[config.mk]
export PLATFORM = sky130hd
export DESIGN_NAME = write_back_arb
export DESIGN_NICKNAME = d
export VERILOG_FILES = /design/src/rtl/write_back_arb.sv
export SDC_FILE = /design/constraint.sdc
export NUM_CORES = 1
export LEC_CHECK = 0
export CAP_MARGIN = 5
export CELL_PAD_IN_SITES_DETAIL_PLACEMENT = 0
export CELL_PAD_IN_SITES_GLOBAL_PLACEMENT = 2
export CORE_AREA = 4 4 160 162
export CTS_BUF_LIST = sky130_fd_sc_hd__clkbuf_8
export CTS_CLUSTER_SIZE = 28
export DETAILED_ROUTE_END_ITERATION = 8
export DIE_AREA = 0 0 164 166
export PLACE_DENSITY = 0.93
export SLEW_MARGIN = 20
export SYNTH_ARGS = -nofsm -noshare
export SYNTH_HDL_FRONTEND = slang
export SYNTH_SLANG_ARGS = --single-unit
export TNS_END_PERCENT = 50
[constraint.sdc]
create_clock -name clk -period 9.6 [get_ports clk]
set_input_delay 2.4 -clock clk [delete_from_list [all_inputs] [get_ports clk]]
set_output_delay 2.4 -clock clk [all_outputs]
set_load 0.03 [all_outputs]
[src/rtl/write_back_arb.sv]
// Write-back arbiter: per-producer result FIFOs merged onto a single registered
// write-back port, with fixed-priority or round-robin selection and flush kill.
module write_back_arb #(
   parameter int              XLEN      = 32,
   parameter int              NCH       = 3,
   parameter int              DEPTH     = 2,
   parameter int              ARB_MODE  = 1,
   parameter logic [NCH-1:0]  KILL_MASK = {NCH{1'b1}}
) (
   input  logic                 clk,
   input  logic                 rst,
   input  logic [NCH-1:0]       in_v,
   input  logic [5*NCH-1:0]     in_rd,
   input  logic [XLEN*NCH-1:0]  in_data,
   output logic [NCH-1:0]       in_ready,
   input  logic                 flush,
   output logic [XLEN-1:0]      result,
   output logic [4:0]           rd,
   output logic                 result_v,
   output logic                 busy
);

   localparam int AW = $clog2(DEPTH);
   localparam int PW = $clog2(NCH);

   logic [NCH-1:0]  full;
   logic [NCH-1:0]  empty;
   logic [NCH-1:0]  kill;
   logic [NCH-1:0]  push;
   logic [NCH-1:0]  eligible;
   logic [NCH-1:0]  grant_oh;
   logic [4:0]      head_rd   [NCH];
   logic [XLEN-1:0] head_data [NCH];

   logic [PW-1:0]   grant_idx;
   logic            grant_any;
   logic [PW-1:0]   rr_ptr_reg;
   logic [PW-1:0]   rr_ptr_next;
   logic [PW:0]     rr_sum;

   logic [XLEN-1:0] result_reg;
   logic [4:0]      rd_reg;
   logic            result_v_reg;

   genvar gi;
   generate
      for (gi = 0; gi < NCH; gi++) begin : g_ch
         logic [4:0]      mem_rd   [DEPTH];
         logic [XLEN-1:0] mem_data [DEPTH];
         logic [AW:0]     wr_ptr_reg;
         logic [AW:0]     rd_ptr_reg;

         assign kill[gi]      = flush & KILL_MASK[gi];
         assign full[gi]      = (wr_ptr_reg[AW-1:0] == rd_ptr_reg[AW-1:0]) &&
                                (wr_ptr_reg[AW] != rd_ptr_reg[AW]);
         assign empty[gi]     = (wr_ptr_reg == rd_ptr_reg);
         assign in_ready[gi]  = ~full[gi] & ~kill[gi];
         // rd = 0 completes the handshake but is never buffered
         assign push[gi]      = in_v[gi] & in_ready[gi] & (in_rd[5*gi +: 5] != 5'd0);
         assign head_rd[gi]   = mem_rd[rd_ptr_reg[AW-1:0]];
         assign head_data[gi] = mem_data[rd_ptr_reg[AW-1:0]];

         always_ff @(posedge clk or posedge rst) begin
            if (rst) begin
               wr_ptr_reg <= '0;
               rd_ptr_reg <= '0;
            end else if (kill[gi]) begin
               rd_ptr_reg <= wr_ptr_reg;
            end else begin
               if (push[gi])     wr_ptr_reg <= wr_ptr_reg + 1'b1;
               if (grant_oh[gi]) rd_ptr_reg <= rd_ptr_reg + 1'b1;
            end
         end

         always_ff @(posedge clk) begin
            if (push[gi]) begin
               mem_rd[wr_ptr_reg[AW-1:0]]   <= in_rd[5*gi +: 5];
               mem_data[wr_ptr_reg[AW-1:0]] <= in_data[XLEN*gi +: XLEN];
            end
         end
      end
   endgenerate

   assign eligible = ~empty & ~kill;

   always_comb begin
      grant_oh    = '0;
      grant_idx   = '0;
      grant_any   = 1'b0;
      rr_sum      = '0;
      rr_ptr_next = rr_ptr_reg;
      if (ARB_MODE == 0) begin
         for (int i = NCH - 1; i >= 0; i--) begin
            if (eligible[i]) begin
               grant_idx = PW'(i);
               grant_any = 1'b1;
            end
         end
      end else begin
         // scan from the pointer upward, wrapping past NCH-1
         for (int k = 0; k < NCH; k++) begin
            rr_sum = {1'b0, rr_ptr_reg} + (PW+1)'(k);
            if (rr_sum >= (PW+1)'(NCH)) rr_sum = rr_sum - (PW+1)'(NCH);
            if (!grant_any && eligible[rr_sum[PW-1:0]]) begin
               grant_idx = rr_sum[PW-1:0];
               grant_any = 1'b1;
            end
         end
      end
      if (grant_any) begin
         grant_oh[grant_idx] = 1'b1;
         rr_ptr_next = (grant_idx == PW'(NCH - 1)) ? '0 : grant_idx + 1'b1;
      end
   end

   always_ff @(posedge clk or posedge rst) begin
      if (rst) begin
         result_reg   <= '0;
         rd_reg       <= '0;
         result_v_reg <= 1'b0;
         rr_ptr_reg   <= '0;
      end else begin
         result_v_reg <= grant_any;
         rr_ptr_reg   <= rr_ptr_next;
         if (grant_any) begin
            result_reg <= head_data[grant_idx];
            rd_reg     <= head_rd[grant_idx];
         end
      end
   end

   assign result   = result_reg;
   assign rd       = rd_reg;
   assign result_v = result_v_reg;
   assign busy     = (|(~empty)) | result_v_reg;

endmodule

==> flow_metrics.py, run 1 <==
metrics = {
    "global_routing": {
        "grt_pass1_wl_mm": 35.34,
        "busiest_layer": "met2",
        "grt_pass1_vias": 6412,
        "grtUsageMet2_pct": 28.73,
        "grt_max_degree": 53,
        "antenna_found_initial": 0,
        "use_met3_pct": 3.748,
        "gr-total-overflow": 0,
        "groute.usage.overall_pct": 16.84,
        "grtUsageMet1_pct": 21.31,
    },
    "power": {
        "total_power_mw": 4.307,
        "ir_drop_mv": 0.2158,
        "power.density_mw_per_mm2": 325.1,
        "p_leak_nw": 4.791,
    },
    "routing": {
        "dr.pass1.iters": 4,
        "vias_per_cell": 5.180,
        "drc_errors": 0,
        "finalWirelength_mm": 23.15,
        "drtAntennaViolNets": 0,
        "drt_iter0_markers": 291,
        "vias": 5973,
        "routedWlPerCell_um": 20.08,
    },
    "timing": {
        "period_share_pct": 69.63,
        "setup_viol": 0,
        "rsz0062_at_grt": "no",
        "finalHoldViolations": 0,
        "finalMaxSlewViolations": 0,
        "fin_worst_skew_ns": 0.02134,
        "fin_crit_ns": 6.685,
        "setup_slack_ns": 2.915,
        "clock.fmax_ghz": 0.1496,
        "maxSlewHeadroom_pct": 37.74,
        "fin_tns_setup_ns": 0,
        "worstMarginPinSlew_ns": 0.9340,
    },
    "finish": {
        "drive_above_1_share_pct": 10.25,
        "fin_util_pct": 54.97,
        "syn2layout_area_growth_pct": 26.78,
        "largest_reg_flops": 192,
        "diodes": 0,
        "layout_commonest_cell": "edfxtp_1",
        "mostFrequentLayoutCells": "edfxtp_1, clkdlybuf4s50_1, mux2i_1, clkbuf_8, dfrtp_1",
        "layout.nets": 914,
    },
    "clocking": {
        "cts_max_path_buffers": 3,
        "cts.clk_slew.worst_paths_ns": 0.06,
        "cts_resized": 0,
        "post-cts-setup-buffers": 0,
        "clock_latency_ns": 0.53,
        "htreeDepth": 2,
        "cts_tree": "built",
        "cts_num_sinks": 274,
        "cts_buffers": 44,
        "cts_hold_buf": 0,
        "cts_root_buffer": "clkbuf_8",
    },
    "outcome": {
        "status": "finished, final reports clean",
    },
    "yosys": {
        "synthCells": 619,
        "ys_warn_count": 0,
        "post_synth_instance_area_mm2": 0.01045,
        "synth_fa_ha_area_share_pct": 0.3352,
        "synth.distinct_cells": 36,
        "synth_nets": 738,
        "synth-compound-area-share_pct": 7.231,
        "muxShareOfSynthArea_pct": 10.63,
        "seq_area_frac_synth_pct": 76.24,
        "yosys-top-cells-area": "edfxtp_1, dfrtp_1, mux2i_1",
        "synth-seq-cells": 274,
        "synth_top_family_by_area": "multiplexers",
        "yosys.area_share.simple_pct": 1.951,
        "synth_top_area_share_pct": 63.79,
        "syn_area_per_cell_um2": 16.88,
        "synthXorXnorAreaFrac_pct": 1.592,
        "synth_top_area_cell": "edfxtp_1",
    },
    "critical_path": {
        "rr_worst_depth": 7,
        "worstPathMaxFanout": 20,
        "crit_path_end_kind": "primary output",
        "r2r_start": "g_ch[1].rd_ptr_reg[0]",
        "cp.arrival_ns": 4.28,
        "required_ns": 7.20,
        "crit_path_start_kind": "input port",
        "startpoint": "flush",
        "rrSetupSlack_ns": 6.06,
        "crit_type": "in -> out",
    },
    "place": {
        "dp_slack_ns": 2.937,
        "gp_congestion": 0.7701,
        "dp_hpwl_mm": 14.93,
        "io_buffers": 158,
    },
    "die": {
        "core.rowCount": 57,
        "die_w_um": 164,
        "start_util_pct": 43.36,
        "die-area_mm2": 0.02722,
        "dieHeight_um": 166,
        "core_mm2": 0.02411,
        "ios": 159,
    },
    "worst_hold_path": {
        "hold_class": "reg -> reg",
        "hp-start": "result[2]",
        "holdPathStages": 2,
    },
    "flow_run": {
        "drv_cap": 0,
    },
}
Yosys cell counts (all sizes together):
cell type	instances
edfxtp	222
mux2i	111
dfrtp	52
o21ai	46
a21oi	44
o22ai	37
clkbuf	21
buf	14
inv	10
xor2	10
xnor2	9
nor2	8
nand2	6
or3	6
and2	3
nor2b	3
o311a	3
ha	2
or4	2
a2111o	1
a211o	1
a31oi	1
and3	1
maj3	1
nand4bb	1
nor3	1
o211a	1
o21a	1
or2	1
kinds of logic after synthesis:
group / Yosys count
flops: 274
buf+inv: 45
mux: 111
fa+ha+maj: 3
xor+xnor: 19
simple gates: 32
compound gates: 135
power breakdown:
group          switching (mW)  total (mW)  internal [mW]
combinational           0.993        1.61          0.613
sequential              0.124        1.72           1.59
clock                   0.437       0.986          0.549
total                    1.55        4.31           2.75
final cells by class:
| cell class | instances | area, um2 |
|---|---|---|
| inverter | 10 | 37.54 |
| timing repair buffer | 165 | 1634 |
| tap | 324 | 405.4 |
| clock buffer | 52 | 715.7 |
| multi-input combinational | 300 | 2303 |
| fill | 2014 | 10860 |
| clock inverter | 28 | 182.7 |
| sequential | 274 | 7971 |
worst paths after layout:
| path | endpoint |
|---|---|
| max | in_ready[2] |
| min | result[2] |
| max reg2reg | g_ch[0].rd_ptr_reg[1] |
| min reg2reg | result[2] |
| max in group asynchronous | g_ch[0].rd_ptr_reg[0] |
| min in group asynchronous | result[21] |
per-layer routing:
metal / share of wire [%] / vias up
li1: - / 2755
met1: 41 / 2950
met2: 50 / 211
met3: 6.5 / 57
met4: 2.6 / 0
met5: 0 / -
metrics by stage:
step	hold WS [ns]	cell area [um2]	instances
2_1_floorplan	0.4806	10450	619
3_3_place_gp	0.4923	12350	1073
3_5_place_dp	0.4953	12350	1073
4_1_cts	0.5092	13250	1153
5_1_grt	0.5251	13250	1153
6_report	0.4997	13250	1153
critical path: stages:
cell and delay, ns:
clkdlybuf4s50_1 0.76, a21oi_1 0.39, clkdlybuf4s50_1 0.73
No activity file was read; power rests on OpenSTA's default activity.
==> inputs of run 2 (changes only) <==
--- a/config.mk
+++ b/config.mk
@@ -8,12 +8,12 @@
 export CAP_MARGIN = 5
 export CELL_PAD_IN_SITES_DETAIL_PLACEMENT = 0
 export CELL_PAD_IN_SITES_GLOBAL_PLACEMENT = 2
-export CORE_AREA = 4 4 160 162
+export CORE_AREA = 4 4 167 169
 export CTS_BUF_LIST = sky130_fd_sc_hd__clkbuf_8
 export CTS_CLUSTER_SIZE = 28
 export DETAILED_ROUTE_END_ITERATION = 8
-export DIE_AREA = 0 0 164 166
-export PLACE_DENSITY = 0.93
+export DIE_AREA = 0 0 171 173
+export PLACE_DENSITY = 0.86
 export SLEW_MARGIN = 20
 export SYNTH_ARGS = -nofsm -noshare
 export SYNTH_HDL_FRONTEND = slang
==> constraint.sdc (replaced) <==
create_clock -name clk -period 6.6 [get_ports clk]
set_input_delay 1.65 -clock clk [delete_from_list [all_inputs] [get_ports clk]]
set_output_delay 1.65 -clock clk [all_outputs]
set_load 0.03 [all_outputs]
==> run 2 against run 1 <==
Compared with the run above:
- register-to-register slack got worse by 3.1 ns
- flip-flop and latch count unchanged
- final area decreased by 0.89%
- total power increased by 40%
- global-route usage decreased by 1.8 points
- largest power group unchanged
- critical endpoint unchanged
- sequential share of layout area increased by 0.54 points
==> flow_metrics.py, run 2 (synthesis results as in run 1) <==
metrics = {
    "global_routing": {
        "groute.usage.overall_pct": 15.08,
        "grt_pass1_wl_mm": 34.64,
        "gr-total-overflow": 0,
        "grt_pass1_vias": 6133,
        "antenna_found_initial": 0,
        "grt_max_degree": 53,
    },
    "critical_path": {
        "path_cells": "clkdlybuf4s50_1 > a21oi_1 > clkdlybuf4s50_1",
        "r2r-end": "g_ch[0].rd_ptr_reg[1]",
        "crit_path_start_kind": "input port",
        "rr_worst_depth": 7,
        "worstPathMaxFanout": 20,
        "rrSetupSlack_ns": 2.94,
        "cp_slowest_cell": "clkdlybuf4s50_1",
        "path_buf_inv": 2,
        "crit_path_end_kind": "primary output",
        "required_ns": 4.95,
        "r2r_start": "g_ch[0].rd_ptr_reg[0]",
        "slowest_delay_ns": 0.75,
        "crit_type": "in -> out",
        "path_common_cell": "clkdlybuf4s50_1",
        "cp.arrival_ns": 3.49,
        "path_delay_family": "buffers and inverters",
    },
    "die": {
        "ios": 159,
        "dieHeight_um": 173,
        "core_mm2": 0.02658,
        "start_util_pct": 39.33,
        "core.rowCount": 60,
        "die_w_um": 171,
        "die-area_mm2": 0.02958,
    },
    "finish": {
        "layout_commonest_cell": "edfxtp_1",
        "drive_above_1_share_pct": 8.706,
        "layout.nets": 914,
        "mostFrequentLayoutCells": "edfxtp_1, clkdlybuf4s50_1, mux2i_1, dfrtp_1, clkbuf_8",
        "fin_cells": 1168,
        "fin_util_pct": 49.42,
        "num-fill-cells": 2305,
        "syn2layout_area_growth_pct": 25.66,
        "diodes": 0,
        "largest_reg_flops": 192,
    },
    "timing": {
        "fin_worst_skew_ns": 0.01731,
        "period_share_pct": 77.92,
        "fin_tns_setup_ns": 0,
        "holdWs_ns": 0.4969,
        "maxSlewHeadroom_pct": 29.52,
        "rsz0062_at_grt": "no",
        "clock.fmax_ghz": 0.1944,
        "finalMaxSlewViolations": 0,
        "setup_viol": 0,
        "fin_crit_ns": 5.143,
        "finalHoldViolations": 0,
        "worstMarginPinSlew_ns": 1.057,
    },
    "clocking": {
        "cts_max_path_buffers": 3,
        "post-cts-setup-buffers": 0,
        "htreeDepth": 2,
        "cts_tree": "built",
        "cts_num_sinks": 274,
        "cts_resized": 0,
        "cts_buffers": 44,
        "cts.clk_slew.worst_paths_ns": 0.06,
        "cts_hold_buf": 0,
        "clock_latency_ns": 0.53,
        "cts_root_buffer": "clkbuf_8",
    },
    "routing": {
        "drtAntennaViolNets": 0,
        "vias_per_cell": 4.915,
        "finalWirelength_mm": 22.67,
        "drt_iter0_markers": 280,
        "drc_errors": 0,
        "routedWlPerCell_um": 19.41,
        "dr.pass1.iters": 4,
        "vias": 5741,
    },
    "place": {
        "dp_hpwl_mm": 14.30,
        "io_buffers": 158,
        "dp.cells": 1090,
        "gp_congestion": 0.7452,
    },
    "power": {
        "ir_drop_mv": 0.2553,
        "power.density_mw_per_mm2": 460.1,
        "total_power_mw": 6.043,
        "p_leak_nw": 4.754,
    },
    "outcome": {
        "status": "finished, final reports clean",
    },
    "worst_hold_path": {
        "hp-start": "result[29]",
        "hold_class": "reg -> reg",
        "holdPathStages": 2,
        "holdPathEnd": "result[29]",
    },
    "flow_run": {
        "drv_cap": 0,
    },
}
## run 2: worst min-delay path: cells and delay by family, from the launching register on
kind	cells	cell delay [ns]
flip-flops	1	0.34
AO/OA/AOI/OAI	2	0.12
## run 2: layout make-up
cell class / instances / area, um2 / share of cell area, %
Multi-Input combinational cell: 300 / 2302 / 17.53
Inverter: 10 / 37.54 / 0.2858
Clock inverter: 32 / 127.6 / 0.9718
Tap cell: 341 / 426.7 / 3.249
Timing Repair Buffer: 165 / 1634 / 12.44
Sequential cell: 274 / 7971 / 60.70
Clock buffer: 46 / 633.1 / 4.821
## run 2: how the worst max path moves through the flow
stage | start | to | slack [ns] | cells after the start
floorplan | flush | g_ch[1].mem_data[0][0] | 1.78 | 4
CTS | flush | in_ready[2] | 1.44 | 3
finish | flush | in_ready[2] | 1.46 | 3
global placement | flush | in_ready[0] | 1.50 | 3
detailed placement | flush | in_ready[2] | 1.44 | 3
global route | flush | in_ready[2] | 1.30 | 3
## run 2: routing by layer
layer | vias to the layer above | routed length [um] | track usage, %
li1 | 2748 | - | -
met1 | 2802 | 9939 | 20.03
met2 | 149 | 11300 | 25.36
met3 | 42 | 997 | 2.995
met4 | 0 | 433 | 4.127
met5 | - | 0 | 0
## run 2: report_power, final
group	internal, mW	switching [mW]	total, mW
logic	0.890	1.41	2.30
clock network	0.642	0.608	1.25
registers	2.32	0.180	2.49
total	3.85	2.20	6.04
## run 2: stage by stage
| stage | worst slack, ns | area, um2 |
|---|---|---|
| finish | 1.457 | 13130 |
| global route | 1.303 | 13130 |
| CTS | 1.442 | 13130 |
| detailed placement | 1.436 | 12370 |
| global placement | 1.500 | 12370 |
| floorplan | 1.779 | 10450 |
==> inputs of run 3 (changes only) <==
==> constraint.sdc (replaced) <==
create_clock -name clk -period 4.9 [get_ports clk]
set_input_delay 1.225 -clock clk [delete_from_list [all_inputs] [get_ports clk]]
set_output_delay 1.225 -clock clk [all_outputs]
set_load 0.03 [all_outputs]
==> run 3 against run 2 <==
Compared with the run above:
- clock-buffer cell count rose by 2
- utilization rose by 0.83 points
- via count increased by 2.6%
- total power grew 40%
- clock power is 50% higher
- flip-flop and latch count unchanged
- register-to-register slack got worse by 0.91 ns
- critical endpoint is now busy
- largest cell class unchanged
==> flow_metrics.py, run 3 (synthesis results as in run 1) <==
metrics = {
    "timing": {
        "fin_crit_ns": 4.037,
        "maxSlewHeadroom_pct": 47.16,
        "worstMarginPinSlew_ns": 0.7926,
        "finalMaxSlewViolations": 0,
        "setup_slack_ns": 0.8631,
        "setup_viol": 0,
        "fin_tns_setup_ns": 0,
        "clock.fmax_ghz": 0.2477,
        "finalHoldViolations": 0,
        "fin_worst_skew_ns": 0.02357,
        "rsz0062_at_grt": "no",
        "period_share_pct": 82.39,
    },
    "power": {
        "total_power_mw": 8.480,
        "ir_drop_mv": 0.5162,
        "power.density_mw_per_mm2": 635.0,
        "p_leak_nw": 4.844,
    },
    "critical_path": {
        "worstPathMaxFanout": 6,
        "slowest_delay_ns": 0.61,
        "cp_slowest_cell": "clkdlybuf4s50_1",
        "path_delay_family": "simple AND/OR/NAND/NOR gates",
        "required_ns": 3.67,
        "path_buf_inv": 1,
        "path_cells": "xor2_1 > or4_1 > or3_1 > clkdlybuf4s50_1",
        "crit_type": "reg -> out",
        "crit_path_end_kind": "primary output",
        "cp.arrival_ns": 2.81,
        "rrSetupSlack_ns": 2.03,
        "crit_path_start_kind": "register",
        "r2r_start": "g_ch[2].rd_ptr_reg[0]",
        "startpoint": "g_ch[1].wr_ptr_reg[0]",
    },
    "global_routing": {
        "grt_pass1_vias": 6339,
        "gr-total-overflow": 0,
        "groute.usage.overall_pct": 15.94,
        "antenna_found_initial": 2,
        "grt_max_degree": 42,
        "grt_pass1_wl_mm": 36.09,
    },
    "die": {
        "start_util_pct": 39.33,
        "die_w_um": 171,
        "ios": 159,
        "dieHeight_um": 173,
        "core_mm2": 0.02658,
        "die-area_mm2": 0.02958,
        "core.rowCount": 60,
    },
    "routing": {
        "drc_errors": 0,
        "drt_iter0_markers": 320,
        "routedWlPerCell_um": 20.30,
        "finalWirelength_mm": 23.90,
        "vias_per_cell": 5.006,
        "vias": 5892,
        "drtAntennaViolNets": 0,
        "dr.pass1.iters": 4,
    },
    "finish": {
        "layout_commonest_cell": "edfxtp_1",
        "regArea_mm2": 0.007971,
        "diodes": 0,
        "largest_reg_flops": 192,
        "num-fill-cells": 2274,
        "mostFrequentLayoutCells": "edfxtp_1, clkdlybuf4s50_1, mux2i_1, dfrtp_1, clkbuf_8",
        "drive_above_1_share_pct": 10.29,
        "multi_input_area_mm2": 0.002300,
        "syn2layout_area_growth_pct": 27.76,
        "layout.nets": 921,
        "fin_cells": 1177,
        "design_area_mm2": 0.01335,
    },
    "clocking": {
        "cts_root_buffer": "clkbuf_8",
        "cts_num_sinks": 274,
        "post-cts-setup-buffers": 0,
        "cts_hold_buf": 0,
        "cts_buffers": 44,
        "clock_latency_ns": 0.55,
        "htreeDepth": 2,
        "cts_max_path_buffers": 3,
        "cts.clk_slew.worst_paths_ns": 0.06,
        "cts_tree": "built",
        "cts_resized": 0,
    },
    "place": {
        "io_buffers": 158,
        "dp.cells": 1097,
        "dp_hpwl_mm": 15.09,
        "gp_congestion": 0.7228,
        "dp_slack_ns": 0.8698,
        "placed_area_mm2": 0.01250,
    },
    "outcome": {
        "status": "finished, final reports clean",
    },
    "flow_run": {
        "drv_cap": 0,
    },
    "worst_hold_path": {
        "hold_class": "reg -> reg",
        "hp-start": "result[1]",
    },
}
## run 3: changes by cell type in the layout (fill, tap and decap cells not counted), sizes merged
cell,previous run,this run
buf,7,14
inv,35,32
bufinv,0,2
clkbuf,46,48
clkinv,7,8
## run 3: power breakdown
part	switching, mW	internal (mW)
registers	0.239	3.11
clock network	0.860	1.01
logic	2.00	1.26
## run 3: area by class of cell
cell class                 count  area share (%)
clock buffer                  48           4.948
multi-input combinational    300           17.22
tap                          341           3.195
sequential                   274           59.70
timing repair buffer         172           13.19
clock inverter                32           1.462
inverter                      10          0.2811
## run 3: final timing paths
path                       depth (start not counted)                       to
max                                                4                     busy
min                                                2                result[1]
max reg2reg                                        6  g_ch[2].mem_data[0][13]
min reg2reg                                        2                result[1]
max in group asynchronous                          3    g_ch[1].rd_ptr_reg[0]
min in group asynchronous                          2               result[22]
## run 3: per-layer routing
| metal | wire length [um] | part of all wire [%] | GRT usage [%] | vias up |
|---|---|---|---|---|
| met5 | 28 | 0.12 | 0 | - |
| met4 | 587 | 2.5 | 4.556 | 4 |
| met3 | 1525 | 6.4 | 4.390 | 56 |
| met2 | 11650 | 49 | 27.08 | 185 |
| met1 | 10110 | 42 | 20.02 | 2880 |
| li1 | - | - | - | 2767 |
## run 3: per-stage QoR
| step | util [%] | hold slack (ns) |
|---|---|---|
| 2_1_floorplan | - | 0.4806 |
| 3_3_place_gp | 47.02 | 0.4845 |
| 3_5_place_dp | 47.02 | 0.4879 |
| 4_1_cts | 50.24 | 0.5011 |
| 5_1_grt | 50.24 | 0.5301 |
| 6_report | 50.24 | 0.4991 |
## run 3: tightest hold or removal path, cell delays in order (launching register included)
cell	delay (ns)
dfrtp_1	0.34
a21oi_1	0.06
o21ai_0	0.06
